**src/rtl/mips_ctrl_pkg.sv**
```systemverilog
// rtl/mips_ctrl_pkg.sv - shared state, opcode/funct and ALU op encodings for the MIPS-subset control path
package mips_ctrl_pkg;

  localparam logic [2:0] S_FETCH  = 3'd0;
  localparam logic [2:0] S_DECODE = 3'd1;
  localparam logic [2:0] S_EXEC   = 3'd2;
  localparam logic [2:0] S_MEM    = 3'd3;
  localparam logic [2:0] S_WB     = 3'd4;
  localparam logic [2:0] S_HALT   = 3'd5;

  localparam logic [5:0] OP_RTYPE = 6'h00;
  localparam logic [5:0] OP_ADDI  = 6'h08;
  localparam logic [5:0] OP_LW    = 6'h23;
  localparam logic [5:0] OP_SW    = 6'h2B;
  localparam logic [5:0] OP_BEQ   = 6'h04;
  localparam logic [5:0] OP_BNE   = 6'h05;

  localparam logic [5:0] FN_ADD = 6'h20;
  localparam logic [5:0] FN_SUB = 6'h22;
  localparam logic [5:0] FN_AND = 6'h24;
  localparam logic [5:0] FN_OR  = 6'h25;
  localparam logic [5:0] FN_SLT = 6'h2A;
  localparam logic [5:0] FN_SLL = 6'h00;
  localparam logic [5:0] FN_SRL = 6'h02;

  localparam logic [3:0] ALU_AND = 4'b0000;
  localparam logic [3:0] ALU_OR  = 4'b0001;
  localparam logic [3:0] ALU_ADD = 4'b0010;
  localparam logic [3:0] ALU_SUB = 4'b0110;
  localparam logic [3:0] ALU_SLT = 4'b0111;
  localparam logic [3:0] ALU_SLL = 4'b1000;
  localparam logic [3:0] ALU_SRL = 4'b1001;

  typedef enum logic [2:0] {
    CLS_RTYPE, CLS_ADDI, CLS_LW, CLS_SW, CLS_BEQ, CLS_BNE
  } instr_class_t;

  typedef struct packed {
    logic       reg_dest;
    logic       alu_src;
    logic       alu_src2;
    logic       reg_sel;
    logic       mem_to_reg;
    logic [3:0] operation;
  } ctrl_word_t;

endpackage

```
**src/rtl/multicycle_controller_if.sv**
```systemverilog
// rtl/multicycle_controller_if.sv - datapath-facing control bus between controller and datapath
interface multicycle_controller_if;
  logic [5:0] opcode;
  logic [5:0] funct;
  logic       Zero;
  logic       mem_ready;
  logic       RegDest;
  logic       RegisterWrite;
  logic       ALUSource;
  logic       ALUSource2;
  logic       RegSel;
  logic       WriteMem;
  logic       ReadMem;
  logic       MemToReg;
  logic       PCSource;
  logic [3:0] operation;
  logic       pc_write;

  modport master (
    output opcode, funct, Zero, mem_ready,
    input  RegDest, RegisterWrite, ALUSource, ALUSource2, RegSel,
    input  WriteMem, ReadMem, MemToReg, PCSource, operation, pc_write
  );

  modport slave (
    input  opcode, funct, Zero, mem_ready,
    output RegDest, RegisterWrite, ALUSource, ALUSource2, RegSel,
    output WriteMem, ReadMem, MemToReg, PCSource, operation, pc_write
  );
endinterface

```
**src/rtl/ctrl_decode.sv**
```systemverilog
// rtl/ctrl_decode.sv - combinational decode of latched opcode/funct into class, legality and static controls
import mips_ctrl_pkg::*;

module ctrl_decode (
  input  logic [5:0]   opcode,
  input  logic [5:0]   funct,
  output instr_class_t cls,
  output logic         legal,
  output ctrl_word_t   cw
);

  always_comb begin
    cls   = CLS_RTYPE;
    legal = 1'b0;
    cw    = '0;
    case (opcode)
      OP_RTYPE: begin
        cls         = CLS_RTYPE;
        legal       = 1'b1;
        cw.reg_dest = 1'b1;
        case (funct)
          FN_ADD: cw.operation = ALU_ADD;
          FN_SUB: cw.operation = ALU_SUB;
          FN_AND: cw.operation = ALU_AND;
          FN_OR:  cw.operation = ALU_OR;
          FN_SLT: cw.operation = ALU_SLT;
          // shifts take shamt as B and rt as A
          FN_SLL: begin cw.operation = ALU_SLL; cw.alu_src2 = 1'b1; cw.reg_sel = 1'b1; end
          FN_SRL: begin cw.operation = ALU_SRL; cw.alu_src2 = 1'b1; cw.reg_sel = 1'b1; end
          default: legal = 1'b0;
        endcase
      end
      OP_ADDI: begin cls = CLS_ADDI; legal = 1'b1; cw.alu_src = 1'b1; cw.operation = ALU_ADD; end
      OP_LW: begin
        cls = CLS_LW; legal = 1'b1;
        cw.alu_src = 1'b1; cw.mem_to_reg = 1'b1; cw.operation = ALU_ADD;
      end
      OP_SW:  begin cls = CLS_SW;  legal = 1'b1; cw.alu_src = 1'b1; cw.operation = ALU_ADD; end
      OP_BEQ: begin cls = CLS_BEQ; legal = 1'b1; cw.operation = ALU_SUB; end
      OP_BNE: begin cls = CLS_BNE; legal = 1'b1; cw.operation = ALU_SUB; end
      default: legal = 1'b0;
    endcase
  end

endmodule

```
**src/rtl/multicycle_controller.sv**
```systemverilog
// rtl/multicycle_controller.sv - multi-cycle FSM sequencing the MIPS-subset datapath, with retired counter
import mips_ctrl_pkg::*;

module multicycle_controller (
  input  logic                    clk,
  input  logic                    rst,
  multicycle_controller_if.slave  bus,
  output logic                    halted,
  output logic [2:0]              state,
  output logic [31:0]             retired
);

  logic [5:0]   ir_op;
  logic [5:0]   ir_funct;
  logic [2:0]   next_state;
  instr_class_t cls;
  logic         legal;
  ctrl_word_t   cw;
  logic         active;
  logic         is_branch;
  logic         taken;
  logic         commit;

  ctrl_decode u_decode (
    .opcode (ir_op),
    .funct  (ir_funct),
    .cls    (cls),
    .legal  (legal),
    .cw     (cw)
  );

  assign is_branch = (cls == CLS_BEQ) || (cls == CLS_BNE);
  assign taken     = ((cls == CLS_BEQ) && bus.Zero) || ((cls == CLS_BNE) && !bus.Zero);
  assign commit    = ((state == S_EXEC) && is_branch) ||
                     ((state == S_MEM) && (cls == CLS_SW) && bus.mem_ready) ||
                     (state == S_WB);

  always_comb begin
    next_state = state;
    case (state)
      S_FETCH:  next_state = S_DECODE;
      S_DECODE: next_state = legal ? S_EXEC : S_HALT;
      S_EXEC: begin
        if (is_branch)
          next_state = S_FETCH;
        else if ((cls == CLS_LW) || (cls == CLS_SW))
          next_state = S_MEM;
        else
          next_state = S_WB;
      end
      S_MEM: begin
        if (bus.mem_ready)
          next_state = (cls == CLS_LW) ? S_WB : S_FETCH;
      end
      S_WB:     next_state = S_FETCH;
      S_HALT:   next_state = S_HALT;
      default:  next_state = S_FETCH;
    endcase
  end

  always_ff @(posedge clk) begin
    if (!rst) begin
      state    <= S_FETCH;
      ir_op    <= '0;
      ir_funct <= '0;
      retired  <= '0;
    end else begin
      state <= next_state;
      if (state == S_FETCH) begin
        ir_op    <= bus.opcode;
        ir_funct <= bus.funct;
      end
      if (commit)
        retired <= retired + 32'd1;
    end
  end

  // static controls are held from EXEC through the commit cycle
  assign active = (state == S_EXEC) || (state == S_MEM) || (state == S_WB);

  assign bus.RegDest       = active && cw.reg_dest;
  assign bus.ALUSource     = active && cw.alu_src;
  assign bus.ALUSource2    = active && cw.alu_src2;
  assign bus.RegSel        = active && cw.reg_sel;
  assign bus.MemToReg      = active && cw.mem_to_reg;
  assign bus.operation     = active ? cw.operation : 4'b0000;
  assign bus.RegisterWrite = (state == S_WB);
  assign bus.ReadMem       = (state == S_MEM) && (cls == CLS_LW);
  assign bus.WriteMem      = (state == S_MEM) && (cls == CLS_SW);
  assign bus.pc_write      = commit;
  assign bus.PCSource      = (state == S_EXEC) && is_branch && taken;
  assign halted            = (state == S_HALT);

endmodule

```
**src/flat_wrapper.sv**
```systemverilog
// flat-port wrapper written by rule: the top's interface ports become plain ports
module multicycle_controller_flat 
  (clk, rst, halted, state, retired, bus_opcode, bus_funct, bus_Zero, bus_mem_ready, bus_RegDest, bus_RegisterWrite, bus_ALUSource, bus_ALUSource2, bus_RegSel, bus_WriteMem, bus_ReadMem, bus_MemToReg, bus_PCSource, bus_operation, bus_pc_write);
  multicycle_controller_if bus_i ();
  input  logic clk;
  input  logic rst;
  output logic halted;
  output logic [2:0] state;
  output logic [31:0] retired;
  input wire logic [$bits(bus_i.opcode)-1:0] bus_opcode;
  input wire logic [$bits(bus_i.funct)-1:0] bus_funct;
  input wire logic [$bits(bus_i.Zero)-1:0] bus_Zero;
  input wire logic [$bits(bus_i.mem_ready)-1:0] bus_mem_ready;
  output wire logic [$bits(bus_i.RegDest)-1:0] bus_RegDest;
  output wire logic [$bits(bus_i.RegisterWrite)-1:0] bus_RegisterWrite;
  output wire logic [$bits(bus_i.ALUSource)-1:0] bus_ALUSource;
  output wire logic [$bits(bus_i.ALUSource2)-1:0] bus_ALUSource2;
  output wire logic [$bits(bus_i.RegSel)-1:0] bus_RegSel;
  output wire logic [$bits(bus_i.WriteMem)-1:0] bus_WriteMem;
  output wire logic [$bits(bus_i.ReadMem)-1:0] bus_ReadMem;
  output wire logic [$bits(bus_i.MemToReg)-1:0] bus_MemToReg;
  output wire logic [$bits(bus_i.PCSource)-1:0] bus_PCSource;
  output wire logic [$bits(bus_i.operation)-1:0] bus_operation;
  output wire logic [$bits(bus_i.pc_write)-1:0] bus_pc_write;
  assign bus_i.opcode = bus_opcode;
  assign bus_i.funct = bus_funct;
  assign bus_i.Zero = bus_Zero;
  assign bus_i.mem_ready = bus_mem_ready;
  assign bus_RegDest = bus_i.RegDest;
  assign bus_RegisterWrite = bus_i.RegisterWrite;
  assign bus_ALUSource = bus_i.ALUSource;
  assign bus_ALUSource2 = bus_i.ALUSource2;
  assign bus_RegSel = bus_i.RegSel;
  assign bus_WriteMem = bus_i.WriteMem;
  assign bus_ReadMem = bus_i.ReadMem;
  assign bus_MemToReg = bus_i.MemToReg;
  assign bus_PCSource = bus_i.PCSource;
  assign bus_operation = bus_i.operation;
  assign bus_pc_write = bus_i.pc_write;
  multicycle_controller u_core (.clk(clk), .rst(rst), .bus(bus_i), .halted(halted), .state(state), .retired(retired));
endmodule
```
**config.mk**
```make
export PLATFORM = sky130hd
export DESIGN_NAME = multicycle_controller_flat
export DESIGN_NICKNAME = d
export VERILOG_FILES = /design/src/rtl/mips_ctrl_pkg.sv /design/src/rtl/multicycle_controller_if.sv /design/src/rtl/ctrl_decode.sv /design/src/rtl/multicycle_controller.sv /design/src/flat_wrapper.sv
export SDC_FILE = /design/constraint.sdc
export NUM_CORES = 1
export LEC_CHECK = 0
export ABC_CLOCK_PERIOD_IN_PS = 5100
export CAP_MARGIN = 20
export CORE_ASPECT_RATIO = 1.5
export CORE_MARGIN = 8
export CORE_UTILIZATION = 40
export CTS_CLUSTER_SIZE = 24
export DETAILED_ROUTE_END_ITERATION = 6
export PLACE_DENSITY = 0.68
export SLEW_MARGIN = 20
export SYNTH_ARGS = -nofsm -noshare
export SYNTH_HDL_FRONTEND = slang
export SYNTH_SLANG_ARGS = --single-unit
```
**constraint.sdc**
```tcl
create_clock -name clk -period 5.1 [get_ports clk]
set_clock_uncertainty 0.1 [all_clocks]
set_input_delay 0.51 -clock clk [delete_from_list [all_inputs] [get_ports clk]]
set_output_delay 0.51 -clock clk [all_outputs]
set_load 0.005 [all_outputs]
```
==> summary.txt <==
Global route
  – Vias in the first global route: 2432
  – GRT overflow: 0
  – Total global-route track usage: 14.8%
  – Initial antenna violation count: 0
  – Largest net degree at the start of global routing: 46
  – First-pass GRT wire length: 11200 µm

Critical path
  – Type of origin of the critical path: register
  – Data required, critical path: 4.49 ns
  – Worst R2R Setup Slack: 2.53 ns
  – Critical path arrival: 2.34 ns
  – Crit-path max FO: 6
  – Setup CP Type: register to primary output
  – Worst setup EP type: primary output

Clock tree
  – Max Root-Sink Buffers: 2
  – Worst-Skew Late Latency: 0.30 ns
  – Clk pin slew, worst setup/hold paths: 0.08 ns
  – Total clock sinks: 47
  – Post-CTS Hold Buffers: 0
  – CTS tree: done
  – Root Buffer Master: clkbuf_8
  – CTS resizes: 0
  – Post-CTS setup buffers: 0
  – H-tree depth: 2
  – CTS buffer count: 5

Place
  – GP Congestion: 0.835
  – Port bufs: 65
  – Half-perimeter wire length after placement: 4960 µm
  – Placed instance area: 3230 µm²
  – Cells after DPL: 441

Route
  – Vias post-DR: 2450
  – Pre-antenna DRT Iters: 4
  – Residual DRC count: 0
  – Avg WL per Cell: 15.1 µm
  – Total Routed Length: 6770 µm
  – Final antenna-violating net count: 0
  – DRT iter0 DRCs: 126
  – Vias/cell: 5.47

Yosys
  – Mux cell area share after synthesis: 0.784%
  – Share of the synthesized area in the top cell type: 36.8%
  – Dominant cell type by area after synthesis: dfxtp_1
  – Fraction of registers with async set/reset: 0%
  – Synth Area in Compound Gates: 19.7%
  – Syn nets: 333
  – Syn. warnings: 0
  – Seq/Total Area, Yosys: 36.8%
  – Largest family of logic cells by synthesized area: simple AND/OR/NAND/NOR gates
  – Syn Area/Cell: 8.08 µm²
  – Post-Synth Simple-Gate Area: 29.0%
  – Post-synth EDFFs: 0
  – Post-Synth XOR/XNOR Area: 8.57%
  – Synth unique cells: 53
  – Post-synthesis cell count: 316
  – Primary FF master, synth: dfxtp_1
  – Synth area leaders: dfxtp_1 (37%), nor2_1 (6.5%), nand2_1 (6.3%)
  – Synth Area in Adders: 0.490%
  – FF+latch count, synth: 47
  – Synthesized area: 2550 µm²

Timing
  – Final hold vios: 0
  – RSZ-0062 raised after global routing: false
  – Final Cycle Share: 57.8%
  – Final Setup Violations: 0
  – Achievable Freq: 339 MHz
  – Setup TNS: 0 ns
  – Min cycle time layout: 2.95 ns
  – Slew Limit Fails: 0
  – Worst-Margin Slew: 0.784 ns
  – Relative slew margins: 47.7%

Floorplan
  – FP Rows: 35
  – Die Ht: 114 µm
  – Die Area: 9250 µm²
  – I/O pin count: 66
  – Initial Utilization: 41.4%
  – Core footprint: 6170 µm²
  – Die width: 81.2 µm

Finish
  – Cell Count, Final, Fillers Out: 448
  – Share of cells above drive strength 1: 5.08%
  – Ant diodes: 0
  – Area grow syn2layout: 29.8%
  – Cell area after layout: 3310 µm²
  – Final nets: 391

Pwr
  – Worst vdd ir: 0.158 mV
  – Leak pwr: 1.13 nW
  – Pwr Total: 0.00109 W
  – Power Dens Cells: 330 nW/µm²

Min path
  – Hold WC Path Type: register to register

Status
  – Outcome: finished, final reports clean

Flow run
  – Maxcap violations: 0
[cell type report]
type | instances | area (µm²)
clock inverter | 1 | 5.00
tap | 74 | 92.6
multi-input combinational | 244 | 1490
fill | 603 | 2860
inverter | 9 | 33.8
timing repair buffer | 67 | 666
clock buffer | 6 | 82.6
sequential | 47 | 941
[per-layer routing]
metal	global-route usage, %	wire length [µm]	vias to the layer above
li1	-	-	1246
met2	26.2	3180	55
met3	4.33	455	6
met1	16.4	3050	1143
met5	0	0	-
met4	4.31	79	0
[registers in the layout (all words and copies together) (netlist names)]
signal,flops
u_core.ir_op,6
u_core.retired,32
u_core.state,3
u_core.ir_funct,6
[critical path: stages (launching register included)]
cell and delay, ns:
dfxtp_1 0.38, nor3_1 0.32, nand2_1 0.13, nor2_1 0.20, o21ai_0 0.20, nor3_1 0.25
clkdlybuf4s50_1 0.56
[cell families after synthesis]
logic type	count (synthesis)
adders and majority gates	1
DFF	47
and+or+nand+nor	145
muxes	2
buffers and inverters	25
xor gates and xnor gates	25
AOI/OAI and AO/OA	71
[placed cells by master (no fill, tap or decap), types with 2 or more instances in the layout]
| cell | instances |
|---|---|
| a211oi_1 | 5 |
| a21boi_0 | 2 |
| a21oi_1 | 27 |
| and2_1 | 4 |
| and3_1 | 3 |
| and4_1 | 4 |
| buf_4 | 2 |
| clkbuf_8 | 6 |
| clkdlybuf4s50_1 | 65 |
| dfxtp_1 | 47 |
| inv_1 | 8 |
| mux2i_1 | 2 |
| nand2_1 | 43 |
| nand2b_1 | 3 |
| nand3_1 | 8 |
| nand4_1 | 4 |
| nor2_1 | 44 |
| nor2b_1 | 4 |
| nor3_1 | 9 |
| nor3b_1 | 2 |
| o2111a_1 | 2 |
| o2111ai_1 | 7 |
| o211ai_1 | 2 |
| o21ai_0 | 8 |
| o31ai_1 | 7 |
| or3_1 | 2 |
| or4_1 | 5 |
| xnor2_1 | 14 |
| xor2_1 | 11 |
[stage by stage]
stage | worst slack, ns | hold WS [ns] | util [%]
finish | 2.15 | 0.378 | 53.7
global route | 1.88 | 0.404 | 53.7
CTS | 2.14 | 0.376 | 53.7
detailed placement | 2.48 | 0.365 | 52.3
global placement | 2.51 | 0.356 | 52.3
floorplan | 2.87 | 0.337 | -
[power breakdown]
group / leakage [nW] / switching (W) / internal, W / total (W)
combinational: 0.697 / 0.000201 / 0.000170 / 0.000371
clock: 0.0470 / 0.000124 / 0.000107 / 0.000231
sequential: 0.381 / 0.0000809 / 0.000411 / 0.000492
total: 1.13 / 0.000406 / 0.000688 / 0.00109
[synth_stat cells (3+ instances only)]
library cell / n
a21oi_1: 27
xnor2_1: 14
dfxtp_1: 47
nand2_1: 43
nor2b_1: 4
nand3_1: 8
nor3_1: 9
nor2_1: 44
a211oi_1: 5
and2_1: 4
nand2b_1: 3
or4_1: 5
xor2_1: 11
o31ai_1: 7
nand4_1: 4
o21ai_0: 8
o2111ai_1: 7
inv_1: 8
and4_1: 4
and3_1: 3
clkbuf_1: 10
[final timing paths]
| kind | from | end | cells after the start |
|---|---|---|---|
| max | u_core.ir_op[1] | bus_ALUSource2 | 6 |
| max reg2reg | u_core.state[1] | u_core.retired[27] | 6 |
| min | u_core.ir_funct[4] | u_core.ir_funct[4] | 2 |
| min reg2reg | u_core.ir_funct[4] | u_core.ir_funct[4] | 2 |
No activity file was read; power rests on OpenSTA's default activity.
